--- src/rtl/note_scheduler.sv ---
// Chart-driven note launcher and score keeper for the four lane droppers.
// Latency: launch/chart_addr one edge after the launch condition; score/combo one edge after an event.
// Backpressure: none; the dropper bank accepts every launch pulse, events are consumed every frame.
module note_scheduler #(
  parameter int HIT_PTS   = 10,
  parameter int ADDR_W    = 6,
  parameter int MAX_FRAME = 4095
) (
  input  logic              frame_clk,
  input  logic              Reset_n,
  input  logic [7:0]        keycode,
  input  logic [7:0]        keycode_second,
  output logic [ADDR_W-1:0] chart_addr,
  input  logic [15:0]       chart_data,
  output logic [3:0]        launch,
  input  logic [3:0]        hit_evt,
  input  logic [3:0]        miss_evt,
  output logic [15:0]       score,
  output logic [7:0]        combo,
  output logic [7:0]        max_combo,
  output logic [11:0]       song_frame,
  output logic [1:0]        game_state
);

  typedef enum logic [1:0] {
    ST_IDLE  = 2'd0,
    ST_PLAY  = 2'd1,
    ST_DRAIN = 2'd2,
    ST_DONE  = 2'd3
  } state_t;

  localparam logic [7:0]  KEY_START = 8'h2C;
  localparam logic [7:0]  KEY_ACK   = 8'h01;
  localparam logic [7:0]  KEY_ABORT = 8'h29;
  localparam logic [11:0] FRAME_MAX = 12'(MAX_FRAME);
  localparam logic [16:0] PTS17     = 17'(HIT_PTS);

  state_t              state_q, state_d;
  logic [6:0]          outst_q, outst_d;
  logic [ADDR_W-1:0]   addr_d;
  logic [3:0]          launch_d;
  logic [15:0]         score_d;
  logic [7:0]          combo_d, maxc_d;
  logic [11:0]         frame_d;

  // Chart entry fields; bit 14 carries nothing for this block.
  logic                entry_end;
  logic [1:0]          entry_lane;
  logic [11:0]         entry_frame;
  logic                unused_chart_bit;

  assign entry_end        = chart_data[15];
  assign entry_lane       = chart_data[13:12];
  assign entry_frame      = chart_data[11:0];
  assign unused_chart_bit = chart_data[14];

  // Either keyboard slot can carry a command key.
  logic key_start, key_ack, key_abort;
  assign key_start = (keycode == KEY_START) || (keycode_second == KEY_START);
  assign key_ack   = (keycode == KEY_ACK)   || (keycode_second == KEY_ACK);
  assign key_abort = (keycode == KEY_ABORT) || (keycode_second == KEY_ABORT);

  logic frame_at_max;
  assign frame_at_max = (song_frame == FRAME_MAX);

  // A lane reporting hit and miss together is scored as a miss only.
  logic [3:0] hit_only;
  logic [2:0] hit_cnt, miss_cnt;
  assign hit_only = hit_evt & ~miss_evt;
  assign hit_cnt  = 3'(hit_only[0]) + 3'(hit_only[1]) + 3'(hit_only[2]) + 3'(hit_only[3]);
  assign miss_cnt = 3'(miss_evt[0]) + 3'(miss_evt[1]) + 3'(miss_evt[2]) + 3'(miss_evt[3]);

  // Saturating score/combo candidates from this frame's events.
  logic [16:0] score_sum;
  logic [8:0]  combo_sum;
  logic [15:0] score_new;
  logic [7:0]  combo_new;

  // Event-derived score and combo values, independent of the game flow.
  always_comb begin
    score_sum = {1'b0, score} + (17'(hit_cnt) * PTS17);
    combo_sum = {1'b0, combo} + {6'd0, hit_cnt};
    score_new = score_sum[16] ? 16'hFFFF : score_sum[15:0];
    combo_new = 8'd0;
    if (miss_cnt == 3'd0) begin
      combo_new = combo_sum[8] ? 8'hFF : combo_sum[7:0];
    end
  end

  logic       launch_now;
  logic [7:0] out_up, out_down, out_diff;

  // Game flow, launch decision and outstanding-note accounting.
  always_comb begin
    state_d    = state_q;
    addr_d     = chart_addr;
    launch_d   = 4'b0000;
    score_d    = score;
    combo_d    = combo;
    maxc_d     = max_combo;
    frame_d    = song_frame;
    outst_d    = outst_q;
    launch_now = 1'b0;
    out_up     = 8'd0;
    out_down   = 8'd0;
    out_diff   = 8'd0;

    case (state_q)
      ST_IDLE: begin
        if (key_start) begin
          state_d = ST_PLAY;
          addr_d  = '0;
          frame_d = 12'd0;
          score_d = 16'd0;
          combo_d = 8'd0;
          maxc_d  = 8'd0;
          outst_d = 7'd0;
        end
      end
      ST_PLAY: begin
        frame_d = frame_at_max ? FRAME_MAX : song_frame + 12'd1;
        if (key_abort) begin
          state_d = ST_IDLE;
        end else if (entry_end || frame_at_max) begin
          // Song over: the timeout also drops any entry still pending.
          state_d = ST_DRAIN;
        end else if (song_frame >= entry_frame) begin
          launch_now = 1'b1;
          launch_d   = 4'b0001 << entry_lane;
          addr_d     = chart_addr + ADDR_W'(1);
        end
      end
      ST_DRAIN: begin
        frame_d = frame_at_max ? FRAME_MAX : song_frame + 12'd1;
        if (key_abort) begin
          state_d = ST_IDLE;
        end else if (outst_q == 7'd0) begin
          state_d = ST_DONE;
        end
      end
      ST_DONE: begin
        if (key_ack) begin
          state_d = ST_IDLE;
        end
      end
      default: state_d = ST_IDLE;
    endcase

    // Droppers only report while notes can be in flight.
    if ((state_q == ST_PLAY) || (state_q == ST_DRAIN)) begin
      score_d  = score_new;
      combo_d  = combo_new;
      maxc_d   = (combo_new > max_combo) ? combo_new : max_combo;
      out_up   = {1'b0, outst_q} + {7'd0, launch_now};
      out_down = {5'd0, hit_cnt} + {5'd0, miss_cnt};
      if (out_up > out_down) begin
        out_diff = out_up - out_down;
        outst_d  = out_diff[7] ? 7'h7F : out_diff[6:0];
      end else begin
        outst_d  = 7'd0;
      end
    end
  end

  // State and output registers.
  always_ff @(posedge frame_clk or negedge Reset_n) begin
    if (!Reset_n) begin
      state_q    <= ST_IDLE;
      chart_addr <= '0;
      launch     <= 4'b0000;
      score      <= 16'd0;
      combo      <= 8'd0;
      max_combo  <= 8'd0;
      song_frame <= 12'd0;
      outst_q    <= 7'd0;
    end else begin
      state_q    <= state_d;
      chart_addr <= addr_d;
      launch     <= launch_d;
      score      <= score_d;
      combo      <= combo_d;
      max_combo  <= maxc_d;
      song_frame <= frame_d;
      outst_q    <= outst_d;
    end
  end

  assign game_state = state_q;

endmodule

--- config.mk ---
export PLATFORM = sky130hd
export DESIGN_NAME = note_scheduler
export DESIGN_NICKNAME = d
export VERILOG_FILES = /design/src/rtl/note_scheduler.sv
export SDC_FILE = /design/constraint.sdc
export NUM_CORES = 1
export LEC_CHECK = 0
export CORE_ASPECT_RATIO = 1.75
export CORE_MARGIN = 2
export CORE_UTILIZATION = 45
export DETAILED_ROUTE_END_ITERATION = 8
export PLACE_DENSITY = 0.73
export SLEW_MARGIN = 0
export SYNTH_ARGS = -nofsm -noshare
export SYNTH_HDL_FRONTEND = slang
export SYNTH_SLANG_ARGS = --single-unit
--- constraint.sdc ---
create_clock -name frame_clk -period 6.9 [get_ports frame_clk]
set_clock_uncertainty 0.1 [all_clocks]
set_input_delay 1.38 -clock frame_clk [delete_from_list [all_inputs] [get_ports frame_clk]]
set_output_delay 1.38 -clock frame_clk [all_outputs]
set_load 0.01 [all_outputs]
==> metrics.csv <==
metric,value,unit
status,finished clean,
hp-class,reg2reg,
place_area,5863,sq um
finalWorstSetupSlack,0.6761,ns
post-dp-hpwl,9606,um
core_area,10300,sq um
min_period,6.224,ns
ctsLongestPathBuffers,2,
rsz0062_at_grt,no,
port_buffers,96,
synth_common_cells,"63 x dfrtp_1, 55 x inv_1, 52 x ha_1",
relSlewSlack,30.98,%
seq_area_frac_synth,32.96,%
worstSkewPairLatency,0.33,ns
layout.nets,748,
crit_chain,"clkdlybuf4s50_1, nor2b_1, fa_1, ha_1, ha_1, inv_1, fa_1, inv_1, a21oi_1, nor3b_1, nand3_1, a21oi_1, ha_1, nor2b_1, o21ai_0, nand2b_1, a21oi_1, o21ai_1, o211a_1, mux2i_1",
power_frac_comb,51.3,%
synth_top_cell_by_area,dfrtp_1,
dieArea,11500,sq um
hold_viol,0,
drive_gt1_share,5.054,%
start_util,46.44,%
via_per_inst,5.732,
ys_ff_latch,63,
post_layout_nonfiller_instances,780,
drv_slew,0,
setup_viol,0,
overflow,0,
whs,0.4141,ns
wl,12680,um
drc,0,
p_seq_share,25.9,%
fp.dieH,140.4,um
cp.required,6.99,ns
fin_area,6177,sq um
p_leak,2.829,nW
end_kind,flop,
switching_share,42.59,%
worstPathArrival,6.32,ns
gr-usage-all-layers,23.27,%
num_io_pins,98,
drtAntennaViolNets,0,
p_per_area,343.8,nW/um^2
rows,49,
cts_resized,0,
cts.clk_slew.worst_paths,0.06,ns
cts_htree_levels,3,
antennaDiodeCount,0,
synth_area,4783,sq um
grt_start_max_net_pins,64,
fin_crit_sh,90.20,%
p_switching,0.9044,mW
cts_hold_buf,0,
wl_per_cell,16.25,um
crit_fanout,8,
areaGrowthSynthToFinish,29.14,%
cts-root-buf,clkbuf_16,
antenna_found_initial,0,
synth_edf_count,0,
ys_types,62,
dp_cells,764,
clockPowerShare,22.8,%
fmax,0.1607,GHz
worstSetupPathType,in2reg,
drtPass1Iterations,5,
syn_inst,551,
cts_buffers,9,
finalSetupTns,0,ns
cap_violations,0,
tritoncts,built,
synth_fp_nets,651,
peakVddDrop,219.5,uV
async_flop_share,100.0,%
yosysTopAreaCellShare,32.96,%
synthTopCellsByArea,"dfrtp_1 33%, ha_1 14%, a21oi_1 4.8%",
drtIter0Drc,252,
slowest_stage,clkdlybuf4s50_1,
ys.flop_type,dfrtp_1,
p_int,1.219,mW
clkSinkCount,63,
globalplace.congestion,0.8669,
synth.avg_cell_area,8.681,sq um
grt_pass1_wl,21250,um
post-route-util,59.97,%
p_total,2.123,mW
worst_pin_slew,1.035,ns
grt_pass1_vias,4564,
crit_path_start_kind,input pin,
die_x,81.94,um
dp_slack,0.4371,ns
synth-warning-count,0,
vias,4471,
post_cts_buffers,0,
cp_slowest_stage_delay,0.52,ns
synth.most_common_cell,dfrtp_1,
-- power groups by stage --
stage	Sequential [mW]	Clock, mW	Combinational, mW
6_report	0.550	0.484	1.09
5_1_grt	0.563	0.508	1.22
4_1_cts	0.549	0.490	1.09
3_5_place_dp	0.552	0	1.09
3_3_place_gp	0.551	0	1.05
2_1_floorplan	0.553	0	0.730
-- state kept, by name (all words and copies together), names as in the netlist --
register	count
score	16
song_frame	12
combo	8
max_combo	8
outst_q	7
chart_addr	6
launch	4
game_state	2
-- path summary, 6_finish.rpt --
check / start / end / slack (ns) / depth (start not counted)
min in group asynchronous: Reset_n / song_frame[5] / 1.13 / 2
worst min-delay path: score[1] / score[1] / 0.41 / 2
max in group asynchronous: Reset_n / score[10] / 5.02 / 2
worst max-delay path: miss_evt[0] / max_combo[0] / 0.68 / 20
worst min register to register: score[1] / score[1] / 0.41 / 2
worst max register to register: song_frame[5] / outst_q[4] / 2.21 / 18
-- cells by family (layout without fill, tap and decap cells) --
logic type	Yosys count	after routing	share of synthesized area [%]
AND/OR/NAND/NOR	179	179	19.98
AO/OA/AOI/OAI	160	160	20.95
buffers and inverters	67	169	5.284
flip-flops	63	63	32.96
XOR/XNOR	13	13	2.380
adder cells (fa/ha/maj)	58	58	16.11
multiplexers	11	11	2.328
-- critical path, delay by kind of cell --
kind / cells / cell delay [ns]
adder cells (fa/ha/maj): 5 / 1.94
AO/OA/AOI/OAI: 6 / 1.05
AND/OR/NAND/NOR: 5 / 1.03
multiplexers: 1 / 0.18
buffers and inverters: 3 / 0.74
-- placed cells by master, fill, tap and decap left out, types with 4 or more instances in the layout --
cell type,netlist,final
nor2_1,31,31
o21a_1,4,4
a21oi_1,46,46
ha_1,52,52
o21ai_1,9,9
nor3_1,13,13
a211oi_1,4,4
a22o_1,8,8
and3_1,10,10
a21o_1,14,14
fa_1,6,6
nand2_1,51,51
clkdlybuf4s50_1,0,95
nor2b_1,9,9
mux2i_1,10,10
a31oi_1,6,6
nand3_1,20,20
xnor2_1,10,10
o21ai_0,45,45
dfrtp_1,63,63
nand2b_1,9,9
nand4_1,8,8
clkbuf_16,0,9
inv_1,55,55
-- per-layer routing --
layer	part of all wire [%]	wire length (um)	up-vias	GRT usage (%)
li1	-	-	2169	-
met1	38	4781	2158	26.37
met2	56	7064	115	41.21
met3	3.4	437	29	4.124
met4	3.1	393	0	10.26
met5	0	0	-	0
-- final cells by class --
type	instances	area [sq um]
clock inverters	6	85.08
well taps	127	158.9
flip-flops and latches	63	1577
inverters	56	210.2
fillers	923	4123
repair buffers	97	963.4
multi-input cells	421	2954
clock buffers	10	229.0
No activity file was read; power rests on OpenSTA's default activity.
